[config.mk]
export PLATFORM = sky130hd
export DESIGN_NAME = rx_symbol_sequencer
export DESIGN_NICKNAME = d
export VERILOG_FILES = /design/src/rtl/rx_symbol_sequencer.sv
export SDC_FILE = /design/constraint.sdc
export NUM_CORES = 1
export LEC_CHECK = 0
export CORE_ASPECT_RATIO = 0.8
export CORE_MARGIN = 1
export CORE_UTILIZATION = 40
export CTS_BUF_LIST = sky130_fd_sc_hd__clkbuf_4 sky130_fd_sc_hd__clkbuf_8
export DETAILED_ROUTE_END_ITERATION = 8
export GPL_TIMING_DRIVEN = 0
export HOLD_SLACK_MARGIN = 0.02
export PLACE_DENSITY_LB_ADDON = 0.12
export SLEW_MARGIN = 0
export SYNTH_ARGS = -nofsm -noshare
export SYNTH_HDL_FRONTEND = slang
export SYNTH_SLANG_ARGS = --single-unit
[constraint.sdc]
create_clock -name CLK -period 3.66 [get_ports CLK]
set_clock_uncertainty 0.1 [all_clocks]
set_input_delay 0.366 -clock CLK [delete_from_list [all_inputs] [get_ports CLK]]
set_output_delay 0.366 -clock CLK [all_outputs]
set_load 0.02 [all_outputs]
[src/rtl/rx_symbol_sequencer.sv]
// RX symbol sequencer: paces FFT-buffer samples into DataRestore.
// Frames are LTS_NUM training symbols then io_numDataSym data symbols.
module rx_symbol_sequencer #(
  parameter int SAMP_PERIOD = 4,
  parameter int SYM_LEN     = 64,
  parameter int SYM_GAP     = 15,
  parameter int LTS_NUM     = 2,
  parameter int SYM_W       = 8
) (
  input  logic             CLK,
  input  logic             Rst_n,
  input  logic             io_start,
  input  logic             io_abort,
  input  logic [SYM_W-1:0] io_numDataSym,
  input  logic             io_hold,
  input  logic             s_valid,
  output logic             s_ready,
  input  logic [7:0]       s_dataR,
  input  logic [7:0]       s_dataI,
  output logic             o_dataEn,
  output logic [7:0]       o_dataR,
  output logic [7:0]       o_dataI,
  output logic [SYM_W-1:0] o_symbol,
  output logic             io_busy,
  output logic             io_done
);

  localparam int PW = (SAMP_PERIOD > 2) ? $clog2(SAMP_PERIOD) : 1;
  localparam int SW = (SYM_LEN > 2) ? $clog2(SYM_LEN) : 1;
  localparam int GW = (SYM_GAP > 1) ? $clog2(SYM_GAP + 1) : 1;
  localparam int TW = SYM_W + 1;

  localparam logic [PW-1:0] PACE_LOAD = PW'(SAMP_PERIOD - 1);
  localparam logic [SW-1:0] SAMP_LAST = SW'(SYM_LEN - 1);
  localparam logic [GW-1:0] GAP_LOAD  = GW'(SYM_GAP - 1);

  typedef enum logic [1:0] {
    IDLE,
    SYM,
    GAP,
    DONE
  } state_t;

  state_t           state_q, state_d;
  logic [TW-1:0]    total_q, total_d;
  logic [TW-1:0]    symcnt_q, symcnt_d;
  logic [SW-1:0]    samp_q, samp_d;
  logic [PW-1:0]    pace_q, pace_d;
  logic [GW-1:0]    gap_q, gap_d;
  logic [SYM_W-1:0] symbol_q, symbol_d;
  logic             en_q, en_d;
  logic [7:0]       dr_q, dr_d;
  logic [7:0]       di_q, di_d;
  logic             hs;

  // Next-state, handshake and sample-register logic
  always_comb begin
    state_d  = state_q;
    total_d  = total_q;
    symcnt_d = symcnt_q;
    samp_d   = samp_q;
    gap_d    = gap_q;
    symbol_d = symbol_q;
    en_d     = 1'b0;
    dr_d     = 8'd0;
    di_d     = 8'd0;
    hs       = (state_q == SYM) && s_valid &&
               (pace_q == '0) && !io_abort;
    pace_d   = (pace_q == '0) ? '0 : pace_q - 1'b1;
    if (hs) pace_d = PACE_LOAD;

    unique case (state_q)
      IDLE: begin
        if (io_start) begin
          state_d  = SYM;
          total_d  = TW'(LTS_NUM) + {1'b0, io_numDataSym};
          symbol_d = SYM_W'(1);
          samp_d   = '0;
          symcnt_d = '0;
          pace_d   = '0;
        end
      end
      SYM: begin
        if (hs) begin
          en_d   = 1'b1;
          dr_d   = s_dataR;
          di_d   = s_dataI;
          samp_d = samp_q + 1'b1;
          if (samp_q == SAMP_LAST) begin
            samp_d   = '0;
            symbol_d = symbol_q + 1'b1;
            symcnt_d = symcnt_q + 1'b1;
            gap_d    = GAP_LOAD;
            state_d  = GAP;
          end
        end
      end
      GAP: begin
        if (gap_q != '0) begin
          gap_d = gap_q - 1'b1;
        end else if (symcnt_q == total_q) begin
          state_d = DONE;
        end else if (!io_hold) begin
          state_d = SYM;
        end
      end
      DONE: begin
        state_d = IDLE;
      end
      default: begin
        state_d = IDLE;
      end
    endcase

    if (io_abort && state_q != IDLE) state_d = IDLE;
  end

  // State and datapath registers
  always_ff @(posedge CLK or negedge Rst_n) begin
    if (!Rst_n) begin
      state_q  <= IDLE;
      total_q  <= '0;
      symcnt_q <= '0;
      samp_q   <= '0;
      pace_q   <= '0;
      gap_q    <= '0;
      symbol_q <= '0;
      en_q     <= 1'b0;
      dr_q     <= 8'd0;
      di_q     <= 8'd0;
    end else begin
      state_q  <= state_d;
      total_q  <= total_d;
      symcnt_q <= symcnt_d;
      samp_q   <= samp_d;
      pace_q   <= pace_d;
      gap_q    <= gap_d;
      symbol_q <= symbol_d;
      en_q     <= en_d;
      dr_q     <= dr_d;
      di_q     <= di_d;
    end
  end

  assign s_ready  = hs;
  assign o_dataEn = en_q;
  assign o_dataR  = dr_q;
  assign o_dataI  = di_q;
  assign o_symbol = symbol_q;
  assign io_busy  = (state_q == SYM) || (state_q == GAP);
  assign io_done  = (state_q == DONE);

endmodule
# Word-level counts from Yosys, hierarchy flattened
# Index checks and enable logic that the tools add are counted.
[classes]
eq_ne = 14
addsub = 6
n_mux = 34
reduce_logical = 17
[op_table]
columns = ["operator", "n"]
rows = [
  ["two-way mux 8 bit", 7],
  ["two-way mux 9 bit", 3],
  ["two-way mux 2 bit", 11],
  ["two-way mux 6 bit", 3],
  ["case mux 9 bit (2 select lines)", 1],
  ["case mux 8 bit (2 select lines)", 1],
  ["two-way mux 4 bit", 3],
  ["case mux 6 bit (2 select lines)", 1],
  ["adder 2 x 8 -> 9 bit, first input constant", 1],
  ["adder 9 x 1 -> 9 bit, second input constant", 1],
  ["equality test 9 bit", 1],
  ["adder 8 x 1 -> 8 bit, second input constant", 1],
  ["case mux 2 bit (4 select lines)", 1],
  ["case mux 4 bit (2 select lines)", 1],
  ["AND reduction 4 bit", 2],
  ["adder 6 x 1 -> 6 bit, second input constant", 1],
  ["equality test 6 bit, second input constant", 1],
  ["inequality test 2 bit, second input constant", 3],
  ["inequality test 3 bit, second input constant", 2],
  ["nonzero test 2 bit", 3],
  ["AND reduction 5 bit", 1],
  ["equality test 2 bit, second input constant", 2],
  ["logical AND 1 bit", 4],
  ["logical NOT 2 bit", 2],
  ["13 further kinds", 14],
]
[totals]
out_inout_bits = 28
reg_bits = 57
word_cells = 81

# Logic depth before layout (Yosys ltp)
# Gate-level depths: netlist of the first run.
[depth]
word_depth = 7
ltp_mapped = 9
mapped_depth_nobuf = 7

# Worst setup path after synthesis of the first run
# Ideal clock, no wire load.
[synth_timing]
path_kind = "reg-to-reg"
start = "reg pace_q[1]"
end = "reg symcnt_q[5]"
stages_incl_launch_ff = 7
setup_time_ps = 103
arrival_ps = 2135
period_less_slack_ps = 2338
path_slack_ps = 1322
path_cell_list = "dfrtp_1 -> or4b_1 -> buf_2 -> o31a_1 -> or3_1 -> buf_6 -> o41ai_2"
[synth_via]
elab_chain_cells = 5
[synth_lines]
columns = ["item", "line_no", "source"]
rows = [
  ["from (decl)", "48", "logic [PW-1:0] pace_q, pace_d;"],
  ["from (signal assigned)", "136", "pace_q <= pace_d;"],
  ["logical NOT 2 bit", "68", "(pace_q == '0) && !io_abort;"],
  ["logical AND 1 bit", "67", "hs = (state_q == SYM) && s_valid &&"],
  ["logical AND 1 bit", "68", ""],
  ["inequality test 2 bit (no line)", "n/a", ""],
  ["AND reduction 4 bit (no line)", "n/a", ""],
  ["to (signal assigned)", "134", "symcnt_q <= symcnt_d;"],
  ["to (decl)", "46", "logic [TW-1:0] symcnt_q, symcnt_d;"],
]
# Every way passes these cells.
# A chain may end at the register's enable or synchronous reset.

# Worst setup path after layout of the first run
[layout_timing]
start = "reg state_q[1]"
end = "out s_ready"
[layout_via]
elab_chain_cells = 4
[layout_lines]
columns = ["item", "line_no", "source"]
rows = [
  ["from (decl)", "44", "state_t state_q, state_d;"],
  ["from (signal assigned)", "132", "state_q <= state_d;"],
  ["equality test 2 x 1 -> 1 bit", "67", ""],
  ["logical AND 1 bit (2 in a row)", "67", ""],
  ["logical AND 1 bit", "68", ""],
  ["to (decl)", "17", "output logic s_ready,"],
]
# Every way passes these cells.

==> impl_summary.md, run 1 <==
Status
The flow ran to the end, and the final reports show no timing, DRC or antenna violations.

Detailed routing
The total number of vias is 2225. The overall routed net length is 6.13 mm. The routed wire length per instance is between 10 and 15 µm. Dividing the detail-routed via count by the number of cells gives 5.10. The residual antenna-violating net count after detailed routing is 0. The first TritonRoute pass finished after 4 iterations. The first routing iteration left 98 violations.

After detailed routing, the number of remaining DRC violations is 0.

Timing
The upper clock frequency limit is 301 MHz. On the final layout, the worst hold slack is 0.403 ns. The number of hold violations in the final report came to 0.

The share of the clock period used by the worst path after layout is 0.907. Setup repair after global routing left no endpoint under its margin. After layout, the minimum clock period comes to about 3.3 ns.

The worst slew margin relative to its limit is 0.573. The final-report setup violation count is 0. The transition time at the pin with the least slew margin is 0.623 ns. The number of max-slew violations in the final report was 0. The setup TNS after final layout is 0 ns.

Synth
The net count after synthesis is 318. The sequential element share of the synthesized area is 0.514. The async set or reset register ratio after synthesis is 1.00. Sorting the synthesized cells by area gives the leading types as dfrtp_1, ha_1, nand2_1, and2_1, o21ai_0. By instance count, the leading cell after synthesis is dfrtp_1. The synthesized area per cell is 9.99 µm².

The number of instances in the synthesized netlist is 278. Counting instances in the post-synthesis netlist gives the leading cell types as dfrtp_1, nand2_1, o21ai_0, and2_1, nand3_1. The Yosys step of the flow raised 0 warnings. Yosys mapped the design onto 41 distinct sky130hd cell types. The most instantiated flip-flop cell in the synthesis netlist is dfrtp_1. Synthesis inferred 57 register bits. Yosys mapped a number of flops with a built-in enable equal to 0. The cell type contributing the most total cell area after synthesis is dfrtp_1.

The mapped netlist covers 0.00278 mm². The top cell type's share of synthesized area is 0.514.

Critical path
The signal on the critical path passes through inv_1 > ha_1 > clkinv_1 > nor2_2 > clkbuf_1 > clkdlybuf4s50_1. The delay of the slowest critical-path stage is approximately 0.67 ns. The type of the setup path with the least slack is flop to output pin. The setup slack on the worst flop-to-flop path is 0.95 ns.

STA classifies the critical path endpoint as an output pin. In this run the critical register-to-register path is launched from pace_q[1]$_DFF_PN0_. The capture point of the worst reg-to-reg path is symcnt_q[5]$_DFFE_PN0P_.

The family with the most delay on the worst path is buffers and inverters. The slowest library cell on the worst path is clkdlybuf4s50_1. For the worst setup path, the data required time is roughly 3.2 ns. The worst setup path is launched from a flop. The arrival time of the worst setup path is ~2.9 ns. The largest fanout of any net on the critical path is 10. Counting both buffers and inverters, the worst setup path holds a total of 4. The path depth of the worst reg2reg path is 8.

Global route
The global-route wire length before repair is 10.2 mm. For this run, the total global-route usage over all layers was measured as 0.186. The number of global-route vias before repair is 2127. Summed over all layers, the global routing overflow is 0. The initial antenna violation count is 0. The largest net degree at the start of global routing is 40.

Floorplan
The core footprint is approximately 0.0065 mm². The height of the die is approximately 77 µm. The top-level port count is 58. The overall die width is ~95 µm. The row count is 26. The initial utilization of the core area, before any placement, comes to 0.425. The floorplan step defined a die boundary enclosing 0.00728 mm².

Clock network
The tree is rooted in a clkbuf_8. TritonCTS built the clock tree. For the worst-skew pair, the clock arrives at the later sink with an insertion delay of between 0.3 and 0.4 ns. Counting every sink on the clock net gives 57. The H-tree was split into 3 levels. The CTS buffer count is 9. Clock-pin slew was measured on the worst setup and hold paths at 0.07 ns. The number of buffers on the longest clock path is 2.

Pwr
The sequential power share is 0.376. Of the total power, the clock network draws 0.215. The combinational group share of total power is 0.408.

The maximum vdd ir drop is 0.320 mV. The total power per unit cell area is 645 mW/mm². The internal power is 1.41 mW.

For this design the static power due to leakage is 1.63 nW. In this run the power spent charging and discharging nets is 0.936 mW. The share of total power consumed by net switching is 0.398.

Placement
The total of buffers placed on input and output ports is 57. Detailed placement finished with a half-perimeter wire length of 4.32 mm. At the end of routability-driven placement, the weighted congestion stood at 0.748.

Finish
The number of antenna diodes in the final layout is 0. The share of layout cells above drive strength 1 is 0.0767. The area growth from synthesis to layout is 31.3%.

Fill cells in the final layout number 625. The number of nets at the end of the flow is 388.

Min path
The type of the worst min-delay path is primary input to async pin.

Run
Across the run, the number of max-cap violations was 0.
flip-flops by register name, indices dropped and copies added (netlist names), 4 cells and up:
signal and flops:
o_dataI 8, o_dataR 8, total_q 9, samp_q 6
symcnt_q 9, gap_q 4, o_symbol 8
layout by cell type, fill, tap and decap left out, drive strengths merged, types with 5 or more instances in the layout:
cell	instances
a21oi	8
a31oi	5
and2	19
and3	5
buf	5
clkbuf	17
clkdlybuf4s50	56
clkinv	5
dfrtp	57
ha	10
inv	7
nand2	32
nand3	19
nor2	16
nor3	5
o21ai	24
o31ai	7
xor2	13
per-layer routing:
metal | vias up | part of all wire | global-route usage
met3 | 5 | 0.051 | 0.0589
met4 | 0 | 0.0075 | 0.0682
li1 | 1123 | - | -
met1 | 1039 | 0.51 | 0.261
met2 | 58 | 0.43 | 0.266
met5 | - | 0 | 0
cells by family (layout without fill, tap and decap cells):
kind of cell,after synthesis,after routing,share of synthesized area
compound gates,59,59,0.137
mux,5,5,0.0189
buf+inv,17,91,0.0266
simple gates,114,114,0.209
fa+ha+maj,10,10,0.0450
xor+xnor,16,16,0.0505
flops,57,57,0.514
power groups by stage:
stage | combinational [mW] | clock (mW) | sequential, mW
floorplan | 0.578 | 0 | 0.926
global placement | 0.943 | 0 | 0.891
detailed placement | 0.964 | 0 | 0.895
CTS | 0.969 | 0.524 | 0.885
global route | 1.09 | 0.554 | 0.904
finish | 0.959 | 0.506 | 0.885
layout make-up:
| class | instances | area [µm²] | area share |
|---|---|---|---|
| well taps | 84 | 105 | 0.0288 |
| inverters | 8 | 30.0 | 0.00824 |
| clock inverters | 4 | 20.0 | 0.00549 |
| flip-flops and latches | 57 | 1430 | 0.391 |
| multi-input cells | 204 | 1280 | 0.351 |
| clock buffers | 11 | 145 | 0.0398 |
| plain buffers | 9 | 43.8 | 0.0120 |
| repair buffers | 59 | 596 | 0.163 |
stage by stage:
stage | worst slack [ns] | power (mW) | instances | utilization | cell area, µm²
6_report | 0.342 | 2.35 | 436 | 0.558 | 3650
5_1_grt | 0.105 | 2.55 | 436 | 0.558 | 3650
4_1_cts | 0.200 | 2.38 | 436 | 0.557 | 3640
3_5_place_dp | 0.348 | 1.86 | 420 | 0.530 | 3470
3_3_place_gp | 0.280 | 1.83 | 419 | 0.528 | 3450
2_1_floorplan | 1.32 | 1.50 | 278 | - | 2780
repair_timing:
| action | in CTS | in global routing |
|---|---|---|
| hold endpoints to repair | 18 | 0 |
| setup buffers | 0 | 0 |
| endpoints found under the setup margin | 0 | 1 |
| gates resized for setup | 0 | 1 |
| hold buffers | 1 | 0 |
worst max-delay path by stage:
| stage | slack [ns] | to | cells past startpoint | from |
|---|---|---|---|---|
| 2_1_floorplan | 1.32 | symcnt_q[5]$_DFFE_PN0P_ | 6 | pace_q[1]$_DFF_PN0_ |
| 3_3_place_gp | 0.28 | total_q[2]$_DFFE_PN0P_ | 1 | Rst_n |
| 3_5_place_dp | 0.35 | s_ready | 6 | io_abort |
| 4_1_cts | 0.20 | s_ready | 6 | state_q[1]$_DFFE_PN0P_ |
| 5_1_grt | 0.10 | s_ready | 6 | state_q[1]$_DFFE_PN0P_ |
| 6_report | 0.34 | s_ready | 6 | state_q[1]$_DFFE_PN0P_ |
(Power assumes the default switching activity.)
==> run 2: changes to the inputs <==
--- a/config.mk
+++ b/config.mk
@@ -5,14 +5,15 @@
 export SDC_FILE = /design/constraint.sdc
 export NUM_CORES = 1
 export LEC_CHECK = 0
+export CAP_MARGIN = 5
 export CORE_ASPECT_RATIO = 0.8
 export CORE_MARGIN = 1
-export CORE_UTILIZATION = 40
+export CORE_UTILIZATION = 35
 export CTS_BUF_LIST = sky130_fd_sc_hd__clkbuf_4 sky130_fd_sc_hd__clkbuf_8
 export DETAILED_ROUTE_END_ITERATION = 8
 export GPL_TIMING_DRIVEN = 0
 export HOLD_SLACK_MARGIN = 0.02
-export PLACE_DENSITY_LB_ADDON = 0.12
+export PLACE_DENSITY = 0.68
 export SLEW_MARGIN = 0
 export SYNTH_ARGS = -nofsm -noshare
 export SYNTH_HDL_FRONTEND = slang
==> run 2 against run 1 <==
Compared with the run above: clock power is 5.5% higher; register-to-register slack worse by 0.03 ns; global-route usage is 2.9 points lower; critical path depth unchanged; worst setup slack worse by 0.0051 ns; critical endpoint unchanged; largest power group unchanged.
==> impl_summary.md, run 2 (synthesis results as in run 1) <==
Timing
The final-report setup violation count is 0 (unchanged). The upper clock frequency limit came to 301 MHz (-0.15%). Setup repair after global routing left no endpoint under its margin. The worst slew margin relative to its limit is 0.532 (-0.0403). The number of hold violations in the final report was 0 (unchanged).

The shortest clock period the worst path allows after layout is 3.32 ns (+0.00510 ns). The number of max-slew violations in the final report came to 0 (unchanged). The share of the clock period used by the worst path after layout is 0.908 (+0.00139).

The setup TNS after final layout is 0 ns (unchanged). The transition time at the pin with the least slew margin is 0.682 ns (+0.0588 ns).

Critical path
The capture point of the worst path is s_ready. The type of the setup path with the least slack is flop to output pin. STA classifies the critical path startpoint as a flop. The count of buffer and inverter cells on the critical path is 4 (unchanged). The family with the most delay on the worst path is buffers and inverters. The startpoint of the lowest-slack register-to-register path is pace_q[1]$_DFF_PN0_. The setup slack on the worst flop-to-flop path came to 0.92 ns (-0.03 ns).

For this design, the slowest cell found on the critical path is clkdlybuf4s50_1. The timing startpoint of the critical path is state_q[1]$_DFFE_PN0P_. The data required time at the worst endpoint is 3.19 ns (about the same). Traced cell by cell, the critical path runs through inv_1 > ha_1 > clkinv_1 > nor2_1 > clkbuf_1 > clkdlybuf4s50_1. The delay of the slowest critical-path stage is 0.67 ns (about the same). The arrival time of the worst setup path is 2.86 ns (about the same).

The capture point of the worst reg-to-reg path is symcnt_q[5]$_DFFE_PN0P_. The path depth of the worst reg2reg path was 8 (unchanged). The largest fanout of any net on the critical path is 10 (unchanged).

STA classifies the critical path endpoint as an output pin. The logic depth of the worst path, buffers included is 6 (unchanged).

Clock network
The number of clock sinks seen by CTS came to 57 (unchanged). The number of buffers on the longest clock path is 2 (unchanged). The number of H-tree levels is 3 (unchanged). The number of buffers inserted by post-CTS setup repair is 0 (unchanged). The clock-pin transition on the worst setup and hold timing paths came to 0.06 ns (about the same). The CTS buffer count was 9 (unchanged). The clock latency of the later-clocked register in the worst-skew pair is 0.33 ns (about the same). The post-cts repair resize count is 0 (unchanged).

The cell sitting at the root of the clock tree is a clkbuf_8. TritonCTS built the clock tree. The count of hold-fix buffers inserted at cts is 1 (unchanged).

Status
The run finished with clean final reports.

Detailed routing
The number of search-and-repair iterations in the first detailed-routing pass is 4 (unchanged). The post-route DRC violation count was 0 (unchanged). The residual antenna-violating net count after detailed routing is 0 (unchanged). The number of DRC markers after the initial detailed-route iteration is 80 (-18%).

The total number of vias is 2249 (+1.1%). The routed wire length per instance is 12.9 µm (-8.4%). The overall routed net length is 5.90 mm (-3.7%). The detail-routed via count per cell was 4.91 (-3.8%).

Global route
The number of global-route vias before repair was 2170 (+2.0%). The sum of overflow across all layers after global routing is 0 (unchanged). The largest net degree at the start of global routing is 32 (-20%).

The initial antenna violation count is 0 (unchanged). The combined global-route utilization of all metal layers came to 0.157 (-0.0293). The global-route wire length before repair is 9.91 mm (-3.0%).

Finish
The post-route standard cell area excluding fillers came to 0.00369 mm² (+1.1%). The largest registers in the layout are symcnt_q (9), total_q (9). The share of layout cells above drive strength 1 is 0.0765 (-0.000217).

The diode insertion count for antenna repair is 0 (unchanged). The count of filler cells inserted in the layout was 735 (+18%). The number of cells in the finished layout apart from fillers is 458 (+5.0%). The number of nets at the end of the flow is 388 (unchanged).

From synthesis to final layout, the design area changed by 32.7%. The share of the core filled with cells in the final layout is 0.489 (-0.0682). The most common library cell in the layout ignoring fill and taps is dfrtp_1.

Leaving out fill and tap cells, the most frequent cells in the layout are dfrtp_1, clkdlybuf4s50_1, nand2_1, o21ai_0.

Placement
The cell count after placement is 441 (+5.0%). The total of buffers placed on input and output ports is 57 (unchanged). The placed instance area is 0.00349 mm² (+0.76%). The half-perimeter wire length after placement is 4.22 mm (-2.3%). The final weighted congestion in routability-driven placement came to 0.800 (+7.0%).

Floorplan
The core footprint is 0.00753 mm² (+15%). The height of the die came to 81.7 µm (+6.7%). The overall die width is 102 µm (+6.8%).

The total die area is 0.00830 mm² (+14%). The starting density of the core was 0.369 (-0.0560). The top-level port count came to 58 (unchanged). The row count came to 28 (+7.7%).

Min path
The type of the worst min-delay path is flop to flop. The number of instances on the worst hold path is 2.

Pwr
The total power per unit cell area is 642 mW/mm² (-0.46%). The maximum vdd ir drop came to 0.293 mV (-8.4%). The leakage power total is 1.64 nW (+0.50%).

Run
The count of max-cap constraint violations is 0 (unchanged).
run 2: cell count changes in the layout (fill, tap and decap cells not counted):
| cell | previous run | this run |
|---|---|---|
| clkbuf_4 | 1 | 2 |
| nor2_1 | 15 | 16 |
| nor2_2 | 1 | 0 |
| clkbuf_8 | 10 | 11 |
| clkinv_2 | 4 | 3 |
run 2: cell type report:
cell class | count | area, µm² | area share
Multi-Input combinational cell | 204 | 1280 | 0.347
Buffer | 9 | 43.8 | 0.0119
Inverter | 8 | 30.0 | 0.00815
Clock buffer | 13 | 166 | 0.0451
Sequential cell | 57 | 1430 | 0.387
Timing Repair Buffer | 59 | 596 | 0.162
Clock inverter | 3 | 15.0 | 0.00407
Tap cell | 105 | 131 | 0.0356
run 2: worst min path at each step:
stage	start	end	slack, ns
floorplan	Rst_n	gap_q[0]$_DFFE_PN0P_	-0.03
global placement	total_q[3]$_DFFE_PN0P_	total_q[3]$_DFFE_PN0P_	0.39
detailed placement	Rst_n	o_dataI[4]$_DFF_PN0_	0.32
CTS	total_q[1]$_DFFE_PN0P_	total_q[1]$_DFFE_PN0P_	0.40
global route	samp_q[1]$_DFFE_PN0P_	samp_q[1]$_DFFE_PN0P_	0.45
finish	total_q[1]$_DFFE_PN0P_	total_q[1]$_DFFE_PN0P_	0.40
run 2: worst register-to-register path, stage by stage (launching register included):
cell and delay (ns):
dfrtp_1 0.39, or4b_1 0.52, buf_2 0.17, o31ai_1 0.52, nand2b_1 0.10, clkbuf_1 0.22, buf_2 0.25, o21ai_0 0.24
o41ai_2 0.10
run 2: where the power goes:
group          switching [mW]  internal, mW
clock                   0.240         0.294
combinational           0.561         0.386
sequential              0.118         0.766
total                   0.918          1.45
run 2: routing by layer:
metal	part of all wire	vias up	global-route usage	wire length [µm]
li1	-	1121	-	-
met1	0.50	1042	0.197	2920
met2	0.42	78	0.257	2500
met3	0.069	8	0.0460	405
met4	0.012	0	0.0565	68
met5	0	-	0	0
run 2: metrics by stage:
step / worst slack (ns) / power (mW) / hold WS [ns]
floorplan: 1.32 / 1.50 / -0.0296
detailed placement: 0.316 / 1.85 / 0.317
global placement: 0.274 / 1.82 / 0.386
global route: 0.0823 / 2.56 / 0.450
finish: 0.337 / 2.36 / 0.399
CTS: 0.244 / 2.40 / 0.405
